[src/rtl/kapi_pkg.sv]
// rtl/kapi_pkg.sv - shared types and constants for the kapi gate-block sweep engine
package kapi_pkg;

   localparam int SETTLE_W = 4;

   typedef enum logic [1:0] {
      ST_IDLE   = 2'd0,
      ST_SETTLE = 2'd1,
      ST_CHECK  = 2'd2,
      ST_DONE   = 2'd3
   } kapi_state_t;

endpackage

[src/rtl/kapi_sat_sayac.sv]
// rtl/kapi_sat_sayac.sv - W-bit saturating up counter with synchronous clear
module kapi_sat_sayac #(
   parameter int W = 16
) (
   input  logic         clk,
   input  logic         rst_n,
   input  logic         clr,
   input  logic         inc,
   output logic [W-1:0] cnt
);

   always_ff @(posedge clk or negedge rst_n) begin
      if (!rst_n) begin
         cnt <= '0;
      end else if (clr) begin
         cnt <= '0;
      end else if (inc && !(&cnt)) begin
         cnt <= cnt + 1'b1;
      end
   end

endmodule

[src/rtl/kapi_tarayici.sv]
// rtl/kapi_tarayici.sv - exhaustive input sweep and compare engine for combinational gate blocks
module kapi_tarayici
   import kapi_pkg::*;
#(
   parameter int N_IN       = 14,
   parameter int SETTLE_CYC = 2,
   parameter int ERR_W      = 16
) (
   input  logic             clk,
   input  logic             rst_n,
   input  logic             start_i,
   input  logic             abort_i,
   input  logic             dut_o_i,
   input  logic             exp_o_i,
   output logic [N_IN-1:0]  vec_o,
   output logic             busy_o,
   output logic             done_o,
   output logic             pass_o,
   output logic [ERR_W-1:0] err_cnt_o,
   output logic [N_IN-1:0]  first_fail_o,
   output logic             ff_valid_o
);

   localparam logic [SETTLE_W-1:0] SETTLE_LAST = SETTLE_W'(SETTLE_CYC - 1);

   kapi_state_t         state;
   kapi_state_t         state_nx;
   logic [SETTLE_W-1:0] settle_cnt;
   logic                mismatch;
   logic                settle_end;
   logic                vec_last;
   logic                err_clr;
   logic                err_inc;

   assign mismatch   = dut_o_i ^ exp_o_i;
   assign settle_end = (settle_cnt == SETTLE_LAST);
   assign vec_last   = &vec_o;

   always_ff @(posedge clk or negedge rst_n) begin
      if (!rst_n) begin
         state <= ST_IDLE;
      end else begin
         state <= state_nx;
      end
   end

   always_comb begin
      state_nx = state;
      if (abort_i) begin
         state_nx = ST_IDLE;
      end else begin
         case (state)
            ST_IDLE, ST_DONE: if (start_i) state_nx = ST_SETTLE;
            ST_SETTLE:        if (settle_end) state_nx = ST_CHECK;
            ST_CHECK:         state_nx = vec_last ? ST_DONE : ST_SETTLE;
            default:          state_nx = ST_IDLE;
         endcase
      end
   end

   always_comb begin
      busy_o  = (state == ST_SETTLE) || (state == ST_CHECK);
      done_o  = (state == ST_DONE);
      err_clr = !abort_i && start_i && ((state == ST_IDLE) || (state == ST_DONE));
      err_inc = !abort_i && (state == ST_CHECK) && mismatch;
   end

   // Abort keeps the error tally and first-fail capture so a stopped sweep can still be inspected.
   always_ff @(posedge clk or negedge rst_n) begin
      if (!rst_n) begin
         vec_o        <= '0;
         settle_cnt   <= '0;
         pass_o       <= 1'b0;
         first_fail_o <= '0;
         ff_valid_o   <= 1'b0;
      end else if (abort_i) begin
         vec_o      <= '0;
         settle_cnt <= '0;
         pass_o     <= 1'b0;
      end else begin
         case (state)
            ST_IDLE, ST_DONE: begin
               if (start_i) begin
                  vec_o        <= '0;
                  settle_cnt   <= '0;
                  pass_o       <= 1'b0;
                  first_fail_o <= '0;
                  ff_valid_o   <= 1'b0;
               end
            end
            ST_SETTLE: begin
               settle_cnt <= settle_cnt + 1'b1;
            end
            ST_CHECK: begin
               if (mismatch && !ff_valid_o) begin
                  first_fail_o <= vec_o;
                  ff_valid_o   <= 1'b1;
               end
               // The last compare lands in the counter on the same edge, so fold it in here.
               if (vec_last) begin
                  pass_o <= (err_cnt_o == '0) && !mismatch;
               end else begin
                  vec_o      <= vec_o + 1'b1;
                  settle_cnt <= '0;
               end
            end
            default: begin
               settle_cnt <= '0;
            end
         endcase
      end
   end

   kapi_sat_sayac #(
      .W(ERR_W)
   ) u_err_cnt (
      .clk  (clk),
      .rst_n(rst_n),
      .clr  (err_clr),
      .inc  (err_inc),
      .cnt  (err_cnt_o)
   );

endmodule

[config.mk]
export PLATFORM = sky130hd
export DESIGN_NAME = kapi_tarayici
export DESIGN_NICKNAME = d
export VERILOG_FILES = /design/src/rtl/kapi_pkg.sv /design/src/rtl/kapi_sat_sayac.sv /design/src/rtl/kapi_tarayici.sv
export SDC_FILE = /design/constraint.sdc
export NUM_CORES = 1
export LEC_CHECK = 0
export BUFFER_PORTS_ARGS = -buffer_cell sky130_fd_sc_hd__buf_2
export CAP_MARGIN = 20
export CORE_ASPECT_RATIO = 1.4
export CORE_UTILIZATION = 40
export CTS_BUF_LIST = sky130_fd_sc_hd__clkbuf_4
export DETAILED_ROUTE_END_ITERATION = 7
export SYNTH_ARGS = -nofsm -noshare
export SYNTH_HDL_FRONTEND = slang
export SYNTH_SLANG_ARGS = --single-unit
[constraint.sdc]
create_clock -name clk -period 3.1 [get_ports clk]
set_input_delay 0.31 -clock clk [delete_from_list [all_inputs] [get_ports clk]]
set_output_delay 0.31 -clock clk [all_outputs]
set_load 0.1 [all_outputs]
==> reports/results.txt <==
Status -> finished clean
Pre-Repair DR Iteration Count -> 4
Hold Fails Final Rpt -> 0
Seq pwr share -> 0.390
Crit-path slowest cell -> dfrtp_1
Mean routed wirelength per cell -> 14.10 µm
Filler instances -> 715
N_diodes -> 0
Crit. End Element -> flip-flop
Static Leak -> 0.001619 µW
Post-CTS resize count -> 0
Die width -> 74.49 µm
Clock transition at path regs -> 0.15 ns
Post-synth EDFFs -> 0
Design area -> 3438 µm²
Total internal power -> 1184 µW
Final period utilization -> 0.7169
Pwr dens -> 554.6 nW/µm²
Critical path class -> reg -> reg
Commonest cells after routing, fill and taps aside -> buf_2, dfrtp_1, nand2_1
Vias in the first global route -> 2,358
CTS buffer count -> 5
Min Tclk post-route -> 2.222 ns
Area of the die -> 7709 µm²
Placed instance count -> 453
Grt ovf -> 0
CTS tree -> yes
Crit start category -> flip-flop
Detailed placement HPWL -> 4.772 mm
Clk_lat worst skew -> 0.38 ns
Sequential fraction of the synthesis area -> 0.4422
Combinational group share of total power -> 0.314
Vias per inst -> 5.271
H-tree levels -> 2
Final cell count without fillers -> 462
Fin. max-slew vios -> 0
RSZ-0062 raised after global routing -> no
Synthesized instance count -> 312
CP required -> 3.41 ns
Yosys top cell area share -> 0.4422
Post-layout util -> 0.4893
Nets -> 381
Dominant synthesized flop cell -> dfrtp_1
Root buffer cell -> clkbuf_4
Net Sw Power -> 722.4 µW
Via count -> 2,435
Commonest non-fill, non-tap cell in the layout -> buf_2
Starting Density -> 0.4188
CP top delay family -> compound AO/OA/AOI/OAI gates
CP Cell Sequence -> inv_1, ha_1, nor2b_2, o21bai_2, o2111ai_2, or3_1, a21oi_1
First-pass GRT wire length -> 11.10 mm
Clock tree buffer depth -> 2
Post-DP Area -> 3301 µm²
Die Ht -> 103.5 µm
All-Layer GR Usage -> 0.1854
Synth cell types -> 55
Relative slew margins -> 0.6754
CP arrival -> 2.53 ns
Mux cell area share after synthesis -> 0.02764
Final wirelength -> 6.513 mm
Sink Count -> 52
Mapped Area -> 2943 µm²
Fraction of layout cells with a size suffix above 1 -> 0.2452
Row count -> 36
Largest family of logic cells by synthesized area -> simple AND/OR/NAND/NOR gates
Post-synthesis compound-gate area fraction -> 0.1424
Clock power frac -> 0.296
HP Class -> in -> reg
Post-Synth Adder-Cell Area -> 0.03827
Residual DRC count -> 0
Largest net degree at the start of global routing -> 33
FF+latch count, synth -> 52
Max Cap Viol -> 0
CP Buf/Inv Count -> 1
Io pins -> 54
Skew final -> 0.01235 ns
Initial antenna violation count -> 0
Yosys warns -> 0
ANT nets after route -> 0
Core ar. -> 7027 µm²
R2R setup slack -> 0.88 ns
Simple-gate share of the synthesized area -> 0.2789
Worst-Margin Slew -> 0.4902 ns
1st-iter DRT viols -> 182
Synthesized net count -> 327
I/O Buffers -> 53
Top cells by area, synth -> dfrtp_1, nand2_1, o21ai_0
Total negative slack -> 0 ns
XOR/XNOR Fraction of Synth Area -> 0.03869
Fmax -> 0.4500 GHz
Area Overhead vs Synth -> 16.84%
Critical Path Fanout Max -> 6
Largest area contributor in the netlist -> dfrtp_1
Final Total Pwr -> 1907 µW
Routability cong. -> 0.8241
Critical Path Max Stage Delay -> 0.46 ns
Avg Inst Size Synth -> 9.432 µm²
Maximum vdd drop -> 0.5417 mV
Sw frac -> 0.3789
Final setup vio count -> 0
Asr flop ratio synth -> 1.000
==> cell usage after synthesis (2+ instances only) <==
library cell	instances
mux2i_1	7
xnor2_1	11
o21ai_0	31
nand2_1	47
a31oi_1	2
nor3_1	15
o31ai_1	5
nand3_1	11
or3_1	4
and4_1	2
o22a_1	2
ha_1	9
and3_1	3
nor2b_1	2
nand4_2	2
nor4_1	3
dfrtp_1	52
xor2_1	2
buf_2	3
inv_1	10
nand4_1	4
nor2_1	28
nand2b_1	2
a21oi_1	15
and4_4	2
nor3_2	2
nor4_4	3
clkbuf_1	6
==> timing repair <==
item,in CTS,in global routing
setup endpoints to repair,0,0
hold buffers,1,0
setup buffers,0,0
endpoints found under the hold margin,20,0
==> routing by layer <==
layer / GRT usage / vias to the layer above / share of wire
li1: - / 1219 / -
met1: 0.2278 / 1139 / 0.44
met2: 0.3222 / 67 / 0.50
met3: 0.02907 / 10 / 0.037
met4: 0.07112 / 0 / 0.018
met5: 0 / - / 0
==> sequential cells by signal, summed over array words and instances, names as in the netlist <==
name	flops
ff_valid_o	1
first_fail_o	14
u_err_cnt.cnt	16
pass_o	1
vec_o	14
settle_cnt	4
state	2
==> stage by stage <==
stage / worst slack [ns] / hold WS (ns)
finish: 0.8776 / 0.2318
global route: 0.6352 / 0.2337
CTS: 0.8820 / 0.2300
detailed placement: 0.9458 / 0.2959
global placement: 1.024 / 0.2974
floorplan: 0.6867 / 0.01441
==> path summary, 6_finish.rpt <==
check	startpoint	to	cells past startpoint
worst max register to register	state[0]$_DFFE_PN0P_	vec_o[11]$_DFFE_PN0P_	7
min in group asynchronous	rst_n	first_fail_o[2]$_DFFE_PN0P_	2
max in group asynchronous	rst_n	u_err_cnt.cnt[6]$_DFFE_PN0P_	3
worst min-delay path	abort_i	settle_cnt[2]$_DFFE_PN0P_	2
worst max-delay path	state[0]$_DFFE_PN0P_	vec_o[11]$_DFFE_PN0P_	7
worst min register to register	first_fail_o[8]$_DFFE_PN0P_	first_fail_o[8]$_DFFE_PN0P_	2
==> final cells by class <==
class                   instances  area, µm²  share of cell area
multi-input cells             239       1548              0.4501
flip-flops and latches         52       1301              0.3785
repair buffers                 58      305.3             0.08879
well taps                      95      118.9             0.03457
clock inverters                 3      90.09             0.02620
clock buffers                   5      37.54             0.01092
inverters                      10      37.54             0.01092
==> kinds of logic (layout without fill, tap and decap cells) <==
kind of cell / count (synthesis) / after routing
AOI/OAI and AO/OA: 67 / 67
adders and majority gates: 9 / 9
muxes: 8 / 8
buffers and inverters: 21 / 76
DFF: 52 / 52
xor gates and xnor gates: 13 / 13
and+or+nand+nor: 142 / 142
==> power by group through the flow <==
| stage | registers, µW | clock network, µW | logic (µW) |
|---|---|---|---|
| after detailed placement | 757 | 0 | 601 |
| after global routing | 748 | 599 | 662 |
| after global placement | 756 | 0 | 596 |
| final | 744 | 564 | 599 |
| after CTS | 744 | 572 | 604 |
| after floorplan | 851 | 0 | 382 |
==> worst register-to-register path, cell delays in order, from the launching register on <==
cell	delay [ns]
dfrtp_1	0.46
inv_1	0.07
ha_1	0.35
nor2b_2	0.23
o21bai_2	0.30
o2111ai_2	0.24
or3_1	0.35
a21oi_1	0.16
Power figures use the tool's default switching activity.
